<file path="config.mk">
export PLATFORM = sky130hd
export DESIGN_NAME = serdes_tx_scheduler
export DESIGN_NICKNAME = d
export VERILOG_FILES = /design/src/rtl/wb_sertx_sched_pkg.sv /design/src/rtl/serdes_tx_scheduler_rr_arbiter.sv /design/src/rtl/serdes_tx_scheduler.sv
export SDC_FILE = /design/constraint.sdc
export NUM_CORES = 1
export LEC_CHECK = 0
export ABC_CLOCK_PERIOD_IN_PS = 2400
export BUFFER_PORTS_ARGS = -buffer_cell sky130_fd_sc_hd__buf_2
export CORE_MARGIN = 2
export CORE_UTILIZATION = 40
export DETAILED_ROUTE_END_ITERATION = 8
export PLACE_DENSITY = 0.71
export REMOVE_ABC_BUFFERS = 1
export SLEW_MARGIN = 40
export SYNTH_ARGS = -nofsm -noshare
export SYNTH_HDL_FRONTEND = slang
export SYNTH_SLANG_ARGS = --single-unit
</file>
<file path="constraint.sdc">
create_clock -name CLK_I -period 2.4 [get_ports CLK_I]
set_clock_uncertainty 0.2 [all_clocks]
set_input_delay 0.36 -clock CLK_I [delete_from_list [all_inputs] [get_ports CLK_I]]
set_output_delay 0.36 -clock CLK_I [all_outputs]
set_load 0.01 [all_outputs]
</file>
<file path="src/rtl/wb_sertx_sched_pkg.sv">
// Shared types and constants for the serializer TX scheduler.
// The idle frame is three K28.5 words, so the far end keeps symbol lock when no client is active.
package wb_sertx_sched_pkg;

    typedef enum logic [1:0] {
        S_IDLE,
        S_LAUNCH,
        S_WAIT,
        S_GAP
    } state_t;

    localparam int FRAME_W = 27;
    localparam int WORD_W  = 9;

    localparam logic [WORD_W-1:0]  K28_5      = 9'h1BC;
    localparam logic [FRAME_W-1:0] IDLE_FRAME = {3{K28_5}};

endpackage

</file>
<file path="src/rtl/serdes_tx_scheduler_rr_arbiter.sv">
// Combinational round-robin pick: the lowest requester at or above the pointer wins.
// If no requester sits at or above the pointer, the pick wraps to the lowest requester overall.
module rr_arbiter #(
    parameter int NUM_REQ = 4,
    localparam int IDX_W  = $clog2(NUM_REQ)
) (
    input  logic [NUM_REQ-1:0] req,
    input  logic [IDX_W-1:0]   pointer,
    output logic [IDX_W-1:0]   winner,
    output logic               valid
);

    logic [NUM_REQ-1:0] masked;

    always_comb begin
        masked = '0;
        winner = '0;
        valid  = |req;
        for (int i = 0; i < NUM_REQ; i++) begin
            masked[i] = req[i] && (IDX_W'(i) >= pointer);
        end
        // Descending scans leave the lowest set index; the masked pass overrides the wrap pass.
        for (int i = NUM_REQ - 1; i >= 0; i--) begin
            if (req[i]) winner = IDX_W'(i);
        end
        for (int i = NUM_REQ - 1; i >= 0; i--) begin
            if (masked[i]) winner = IDX_W'(i);
        end
    end

endmodule

</file>
<file path="src/rtl/serdes_tx_scheduler.sv">
// Shares one serializer lane between NUM_REQ requesters, one frame in flight, with idle-frame fill.
// The frame is latched in idle; start and grant fire one cycle later; done and abort fire after eot or timeout.
module serdes_tx_scheduler
    import wb_sertx_sched_pkg::*;
#(
    parameter int NUM_REQ     = 4,
    parameter int GAP_CYCLES  = 2,
    parameter int IDLE_PERIOD = 64,
    parameter int TIMEOUT     = 1024
) (
    input  logic                       CLK_I,
    input  logic                       RST_I,
    input  logic                       enable_i,
    input  logic                       idle_ena_i,
    input  logic [NUM_REQ-1:0]         req_i,
    input  logic [NUM_REQ*FRAME_W-1:0] frame_i,
    output logic [NUM_REQ-1:0]         gnt_o,
    output logic [NUM_REQ-1:0]         done_o,
    output logic                       ser_start_o,
    output logic [31:0]                ser_data_o,
    input  logic                       ser_eot_i,
    output logic                       busy_o,
    output logic                       err_o,
    output logic                       abort_o
);

    localparam int IDX_W = $clog2(NUM_REQ);
    localparam int TMO_W = $clog2(TIMEOUT + 1);
    localparam int Q_W   = $clog2(IDLE_PERIOD + 1);
    localparam int G_W   = (GAP_CYCLES > 1) ? $clog2(GAP_CYCLES) : 1;

    state_t               state, state_nxt;
    logic [IDX_W-1:0]     ptr, owner, arb_winner;
    logic                 owner_vld, arb_vld;
    logic [FRAME_W-1:0]   frame_q, sel_frame;
    logic [TMO_W-1:0]     tmo_cnt;
    logic [Q_W-1:0]       quiet_cnt;
    logic [G_W-1:0]       gap_cnt;
    logic [NUM_REQ-1:0]   done_q;
    logic                 abort_q, err_q;
    logic                 grant_go, idle_go, quiet_hit, eot_hit, tmo_hit, gap_last;

    rr_arbiter #(.NUM_REQ(NUM_REQ)) u_arb (
        .req     (req_i),
        .pointer (ptr),
        .winner  (arb_winner),
        .valid   (arb_vld)
    );

    always_comb begin
        sel_frame = '0;
        for (int i = 0; i < NUM_REQ; i++) begin
            if (arb_winner == IDX_W'(i)) sel_frame = frame_i[i*FRAME_W +: FRAME_W];
        end
    end

    assign grant_go  = (state == S_IDLE) && enable_i && arb_vld;
    assign quiet_hit = (quiet_cnt == Q_W'(IDLE_PERIOD - 1));
    assign idle_go   = (state == S_IDLE) && !grant_go && enable_i && idle_ena_i && quiet_hit;
    // An eot landing on the last allowed wait cycle still counts as a clean completion.
    assign eot_hit   = (state == S_WAIT) && ser_eot_i;
    assign tmo_hit   = (state == S_WAIT) && !ser_eot_i && (tmo_cnt == TMO_W'(TIMEOUT - 1));
    assign gap_last  = (gap_cnt == G_W'(GAP_CYCLES - 1));

    always_comb begin
        state_nxt   = state;
        ser_start_o = 1'b0;
        gnt_o       = '0;
        busy_o      = (state != S_IDLE);
        case (state)
            S_IDLE: begin
                if (grant_go || idle_go) state_nxt = S_LAUNCH;
            end
            S_LAUNCH: begin
                ser_start_o = 1'b1;
                if (owner_vld) gnt_o[owner] = 1'b1;
                state_nxt = S_WAIT;
            end
            S_WAIT: begin
                if (eot_hit || tmo_hit) state_nxt = (GAP_CYCLES == 0) ? S_IDLE : S_GAP;
            end
            S_GAP: begin
                if (gap_last) state_nxt = S_IDLE;
            end
            default: state_nxt = S_IDLE;
        endcase
    end

    always_ff @(posedge CLK_I) begin
        if (RST_I) begin
            state     <= S_IDLE;
            ptr       <= '0;
            owner     <= '0;
            owner_vld <= 1'b0;
            frame_q   <= '0;
            tmo_cnt   <= '0;
            quiet_cnt <= '0;
            gap_cnt   <= '0;
            done_q    <= '0;
            abort_q   <= 1'b0;
            err_q     <= 1'b0;
        end else begin
            state   <= state_nxt;
            done_q  <= '0;
            abort_q <= 1'b0;

            if (grant_go) begin
                owner     <= arb_winner;
                owner_vld <= 1'b1;
                frame_q   <= sel_frame;
            end else if (idle_go) begin
                owner_vld <= 1'b0;
                frame_q   <= IDLE_FRAME;
            end

            if (state == S_LAUNCH && owner_vld) begin
                ptr <= (owner == IDX_W'(NUM_REQ - 1)) ? '0 : owner + 1'b1;
            end

            tmo_cnt <= (state == S_WAIT) ? tmo_cnt + 1'b1 : '0;
            gap_cnt <= (state == S_GAP) ? gap_cnt + 1'b1 : '0;

            if (eot_hit && owner_vld) done_q[owner] <= 1'b1;
            if (tmo_hit) begin
                abort_q <= 1'b1;
                err_q   <= 1'b1;
            end

            // Saturates while enable_i is low so the idle frame goes out as soon as it returns.
            if (!idle_ena_i || grant_go || idle_go) begin
                quiet_cnt <= '0;
            end else if (state == S_IDLE && !quiet_hit) begin
                quiet_cnt <= quiet_cnt + 1'b1;
            end
        end
    end

    assign done_o     = done_q;
    assign abort_o    = abort_q;
    assign err_o      = err_q;
    assign ser_data_o = {{(32 - FRAME_W){1'b0}}, frame_q};

endmodule

</file>
==> run metrics, run 1 <==
CP delay by family, top compound AO/OA/AOI/OAI gates; Clock Path Buffers 2; first-pass GRT wire length 14900 µm; Post-Syn Instances 372; Post-synth EDFFs 0; sw power 1.24 mW; Wirelength per Cell 15.1 µm; Worst Setup End Kind register; Internal Dissipation 2.18 mW; Die Y-Extent 94.1 µm; Slew @ Worst Pin 575 ps; CTS-repair resized insts 0; FF+latch count, synth 59; largest cells by area after synthesis dfxtp_1, nand3_1, a221oi_1; total power 3.42 mW; Unique masters post-synth 55; Vias/cell 5.45; Buf/Inv on CP 0; Ys Warns 0; hold_buf cts 0; diode count 0; Post-DP HPWL 7280 µm; initial antenna violation count 0; FF-to-FF setup slack 170 ps; core area 7810 µm²; CP required 2440 ps; Setup-failing EPs final 0; RSZ-0062 raised after global routing false; H-tree depth 3; Post-CTS Setup Inserts 0; max incr delay on CP 570 ps; DR iter-0 viols 130; switching fraction of total power 0.363; number of global-route vias before repair 3269; Reg clk slew, reported paths 70 ps; layout cell share with drive strength beyond 1 0.365; syn avg cell area 8.73 µm²; WP data arrival 2270 ps; clk sinks 59; combinational share of power 0.379; Layout Cells excl Fill 631; relative slew slack 0.614; TritonCTS clock tree done; R2R Path Start ptr[1]$_SDFFE_PP0P_; max-slew violation count 0; WHS 67.9 ps; Hold Fails Final Rpt 0; FP Rows 32; Leakage 1.93 nW; Routed WL 9560 µm; RePlAce Congestion 0.799; die area 8850 µm²; status finished, final reports clean; Vias 3436; Levels on crit path 5; post-synthesis sequential area ratio 0.364; Crit Path Max Fanout 19; Setup TNS Final 0 ps; Tmin final 2230 ps; FFs w/ async S/R, synth 0; post-synth top area share 0.364; pwr/cell area 802 nW/µm²; startpoint types register; drt drc 0; Worst Hold Depth 2; largest area contributor in the synthesized netlist dfxtp_1; worst setup path endpoint frame_q[3]$_SDFFE_PP0P_; gr ovfl total 0; largest net degree at the start of global routing 27; crit path cell chain and2b_1 > a21oi_2 > o221a_2 > nand3_1 > a311oi_1; Crit Path Category reg2reg; Top FF cell, synth dfxtp_1; CTS Buf Count 9; Skew-Pair Late Insertion Delay 330 ps; maximum clock rate 449 MHz; I/O pins 161; period utilization 0.928; worst reg2reg path endpoint frame_q[3]$_SDFFE_PP0P_; Nets 652; Seq pwr share 0.366; GR Util All Layers 0.213; initial core utilization 0.416; PortBufs 155; Mapped Area 3250 µm²; Die Wd 94.1 µm; Root Buffer clkbuf_8; Clock power frac 0.255; Max stage delay cell, worst path dfxtp_1; # placed instances 615; Max Cap Viol 0; path depth of the worst reg2reg path 5; first-pass iteration count of the detailed router 4; Layout area overhead 31.3%; Antenna Nets Post-Route 0; Peak VDD IR 0.312 mV; final core occ 0.546; Critical Path Start ptr[1]$_SDFFE_PP0P_; HP Class in2reg
-- power by group through the flow --
stage / combinational (mW) / clock (mW) / sequential [mW]
floorplan: 0.727 / 0 / 1.31
global placement: 1.24 / 0 / 1.27
detailed placement: 1.28 / 0 / 1.27
CTS: 1.29 / 0.893 / 1.25
global route: 1.44 / 0.928 / 1.27
finish: 1.30 / 0.872 / 1.25
-- final cells by class --
type	instances	area, µm²
inverters	7	26.3
fillers	730	3550
repair buffers	165	851
flip-flops and latches	59	1180
multi-input cells	282	1880
well taps	102	128
clock inverters	1	5.00
clock buffers	15	186
-- flip-flops by register name, indices dropped and copies added, names as in the netlist --
name and count:
frame_q 27, tmo_cnt 11, quiet_cnt 7, done_o 4, owner 2, ptr 2
state 2, abort_o 1, err_o 1, gap_cnt 1, owner_vld 1
-- cells in the mapped netlist (all sizes together) (3+ instances only) --
| cell | instances |
|---|---|
| buf | 22 |
| xor2 | 9 |
| a311oi | 18 |
| nor2 | 43 |
| o21ai | 8 |
| mux2i | 12 |
| dfxtp | 59 |
| a21oi | 18 |
| and3 | 6 |
| nand2 | 24 |
| nand2b | 3 |
| o221ai | 9 |
| and2 | 5 |
| ha | 11 |
| nand3 | 46 |
| nand4 | 5 |
| a22oi | 8 |
| a221oi | 18 |
| nor4 | 3 |
| o31ai | 3 |
| o21a | 5 |
| inv | 7 |
| clkbuf | 6 |
-- cells by family after synthesis --
| family | count (synthesis) | share of synthesized area |
|---|---|---|
| and+or+nand+nor | 146 | 0.221 |
| AOI/OAI and AO/OA | 96 | 0.235 |
| DFF | 59 | 0.364 |
| buffers and inverters | 35 | 0.0632 |
| muxes | 13 | 0.0439 |
| adders and majority gates | 11 | 0.0424 |
| xor gates and xnor gates | 11 | 0.0297 |
| other | 1 | 0.00115 |
-- how the worst min path moves through the flow --
stage | from | slack, ps | endpoint
after global routing | ser_eot_i | 80 | abort_o$_SDFF_PP0_
final | ser_eot_i | 70 | abort_o$_SDFF_PP0_
after detailed placement | err_o$_SDFFE_PP0P_ | 240 | err_o$_SDFFE_PP0P_
after floorplan | RST_I | 230 | owner_vld$_SDFFE_PP0P_
after CTS | ser_eot_i | 50 | abort_o$_SDFF_PP0_
after global placement | err_o$_SDFFE_PP0P_ | 230 | err_o$_SDFFE_PP0P_
-- stage by stage --
| stage | instance area (µm²) | setup slack, ps |
|---|---|---|
| finish | 4260 | 173 |
| global route | 4260 | 0.338 |
| CTS | 4250 | 166 |
| detailed placement | 4060 | 192 |
| global placement | 4060 | 259 |
| floorplan | 3080 | 64.3 |
-- placed cells by master, fill, tap and decap left out, types with 6 or more instances in the layout --
cell type  count
a311oi_1      18
buf_4         10
buf_2        155
nand2_1       23
o221ai_1       8
inv_1          6
ha_1          11
nand3_1       45
and3_1         6
dfxtp_1       59
a221oi_1      18
nor2_1        42
a21oi_1       17
xor2_1         9
o21ai_0        6
clkbuf_8      13
a22oi_1        8
mux2i_1       12
-- metal layers --
layer  GRT usage  wire length (µm)
met1       0.261              3980
met2       0.361              4840
met4      0.0978               159
met3      0.0393               575
met5           0                 0
(Power assumes the default switching activity.)
==> inputs of run 2 (changes only) <==
- ABC_CLOCK_PERIOD_IN_PS: 2400 -> 2650
- clock period: 2.4 -> 2.65 ns (I/O delays scaled with it)
==> run 2 against run 1 <==
Effect of this change:
- setup slack improved by 160 ps
- register-to-register slack better by 160 ps
- critical path depth rose by 2
- clock power fell by 6.2%
- utilization is 0.21 points lower
- hold slack improved by 22 ps
- flip-flop and latch count unchanged
- cell area shrank 0.38%
- count of clock-buffer cells in the layout decreased by 4
- critical path type unchanged
==> run metrics, run 2 (synthesized netlist as in run 1, its figures left out) <==
status finished, final reports clean (unchanged); RSZ-0062 raised after global routing false (unchanged); GR Util All Layers 0.209 (was 0.213); Setup-failing EPs final 0 (unchanged); PortBufs 155 (unchanged); Antenna Nets Post-Route 0 (unchanged); Placement Cell Area 4050 µm² (was 4060 µm²); Post-CTS Setup Inserts 0 (unchanged); period utilization 0.873 (was 0.928); Hold Fails Final Rpt 0 (unchanged); max-slew violation count 0 (unchanged); Root Buffer clkbuf_8 (unchanged); met3 WL 608 µm (was 575 µm); Max Cap Viol 0 (unchanged); Die Wd 94.1 µm (unchanged); met2 WL 4570 µm (was 4840 µm); Routed WL 9510 µm (was 9560 µm); wl on met1 4120 µm (was 3980 µm); CP required 2710 ps (was 2440 ps); CTS Buf Count 9 (unchanged); DR iter-0 viols 123 (was 130); gr ovfl total 0 (unchanged); hold_buf cts 0 (unchanged); Post-DP HPWL 7250 µm (was 7280 µm); maximum clock rate 432 MHz (was 449 MHz); Tmin final 2310 ps (was 2230 ps); pwr/cell area 731 nW/µm² (was 802 nW/µm²); HP Class in2reg (unchanged); Vias/cell 5.54 (was 5.45); Worst Slack Setup Final 337 ps (was 173 ps); Slew @ Worst Pin 640 ps (was 575 ps); Setup TNS Final 0 ps (unchanged); Leakage 1.92 nW (was 1.93 nW); number of global-route vias before repair 3225 (was 3269); initial antenna violation count 0 (unchanged); max reg flops 27 (unchanged); Peak VDD IR 0.366 mV (was 0.312 mV); TritonCTS clock tree done (unchanged); Worst Setup End Kind register (unchanged); largest net degree at the start of global routing 33 (was 27); core area 7810 µm² (unchanged); dpl ws 345 ps (was 192 ps); layout cell share with drive strength beyond 1 0.363 (was 0.365); H-tree depth 3 (unchanged); # placed instances 612 (was 615); Nets 649 (was 652); largest registers frame_q (27), tmo_cnt (11), quiet_cnt (7) (unchanged); diode count 0 (unchanged); Top reg by flops frame_q (unchanged); CTS-repair resized insts 0 (unchanged); Crit Path Category reg2reg (unchanged); fin area 4250 µm² (was 4260 µm²); first-pass GRT wire length 14600 µm (was 14900 µm); die area 8850 µm² (unchanged); startpoint types register (unchanged); Crit Path Max Fanout 9 (was 19); total power 3.10 mW (was 3.42 mW); Wirelength per Cell 15.1 µm (about the same); FILL cells 758 (was 730); Reg clk slew, reported paths 70 ps (about the same); initial core utilization 0.416 (unchanged); WP data arrival 2370 ps (was 2270 ps); first-pass iteration count of the detailed router 4 (unchanged); leading cell type in the layout, fill and taps excluded buf_2 (unchanged); drt drc 0 (unchanged); most frequent cells in the layout buf_2, dfxtp_1, nand3_1 (unchanged); Vias 3479 (was 3436); DR top layer met4 (unchanged); Skew-Pair Late Insertion Delay 330 ps (about the same); I/O pins 161 (unchanged); RePlAce Congestion 0.874 (was 0.799); Layout Cells excl Fill 628 (was 631); Die Y-Extent 94.1 µm (unchanged); clk sinks 59 (unchanged); Layout area overhead 30.8% (was 31.3%); final core occ 0.544 (was 0.546); WHS 90.4 ps (was 67.9 ps); FP Rows 32 (unchanged); Clock Path Buffers 2 (unchanged); relative slew slack 0.570 (was 0.614)
==> run 2: cell count changes in the layout (fill, tap and decap cells not counted), sizes merged <==
cell      previous run  this run
bufinv               0         1
clkinv               1         3
clkinvlp             0         1
clkbuf              15        11
buf                165       162
==> run 2: area by class of cell <==
cell class	count	area (µm²)	share of cell area
sequential	59	1180	0.278
tap	102	128	0.0301
multi-input combinational	282	1880	0.442
inverter	7	26.3	0.00619
timing repair buffer	162	841	0.198
clock buffer	11	141	0.0333
clock inverter	5	52.6	0.0124
==> run 2: worst paths after layout <==
path | from | endpoint | slack, ps | cells past startpoint
min reg2reg | err_o$_SDFFE_PP0P_ | err_o$_SDFFE_PP0P_ | 250 | 1
max reg2reg | state[0]$_SDFFE_PP0P_ | frame_q[10]$_SDFFE_PP0P_ | 340 | 7
min | ser_eot_i | abort_o$_SDFF_PP0_ | 90 | 2
max | state[0]$_SDFFE_PP0P_ | frame_q[10]$_SDFFE_PP0P_ | 340 | 7
==> run 2: worst max-delay path: stages, from the launching register on <==
cell and delay (ps):
dfxtp_1 330, inv_1 120, ha_1 290, nand2_1 110
or2_2 400, nor2_2 350, o221ai_1 230, a22oi_1 210
==> run 2: per-layer routing <==
| layer | vias to the layer above | GRT usage |
|---|---|---|
| met5 | - | 0 |
| met4 | 0 | 0.0966 |
| met3 | 17 | 0.0417 |
| met2 | 143 | 0.335 |
| met1 | 1627 | 0.268 |
| li1 | 1692 | - |
==> run 2: power breakdown <==
part | total [mW] | internal, mW | switching, mW | leakage, nW
combinational | 1.15 | 0.492 | 0.662 | 1.34
sequential | 1.13 | 1.03 | 0.0993 | 0.481
clock | 0.818 | 0.455 | 0.363 | 0.0991
total | 3.10 | 1.98 | 1.12 | 1.92
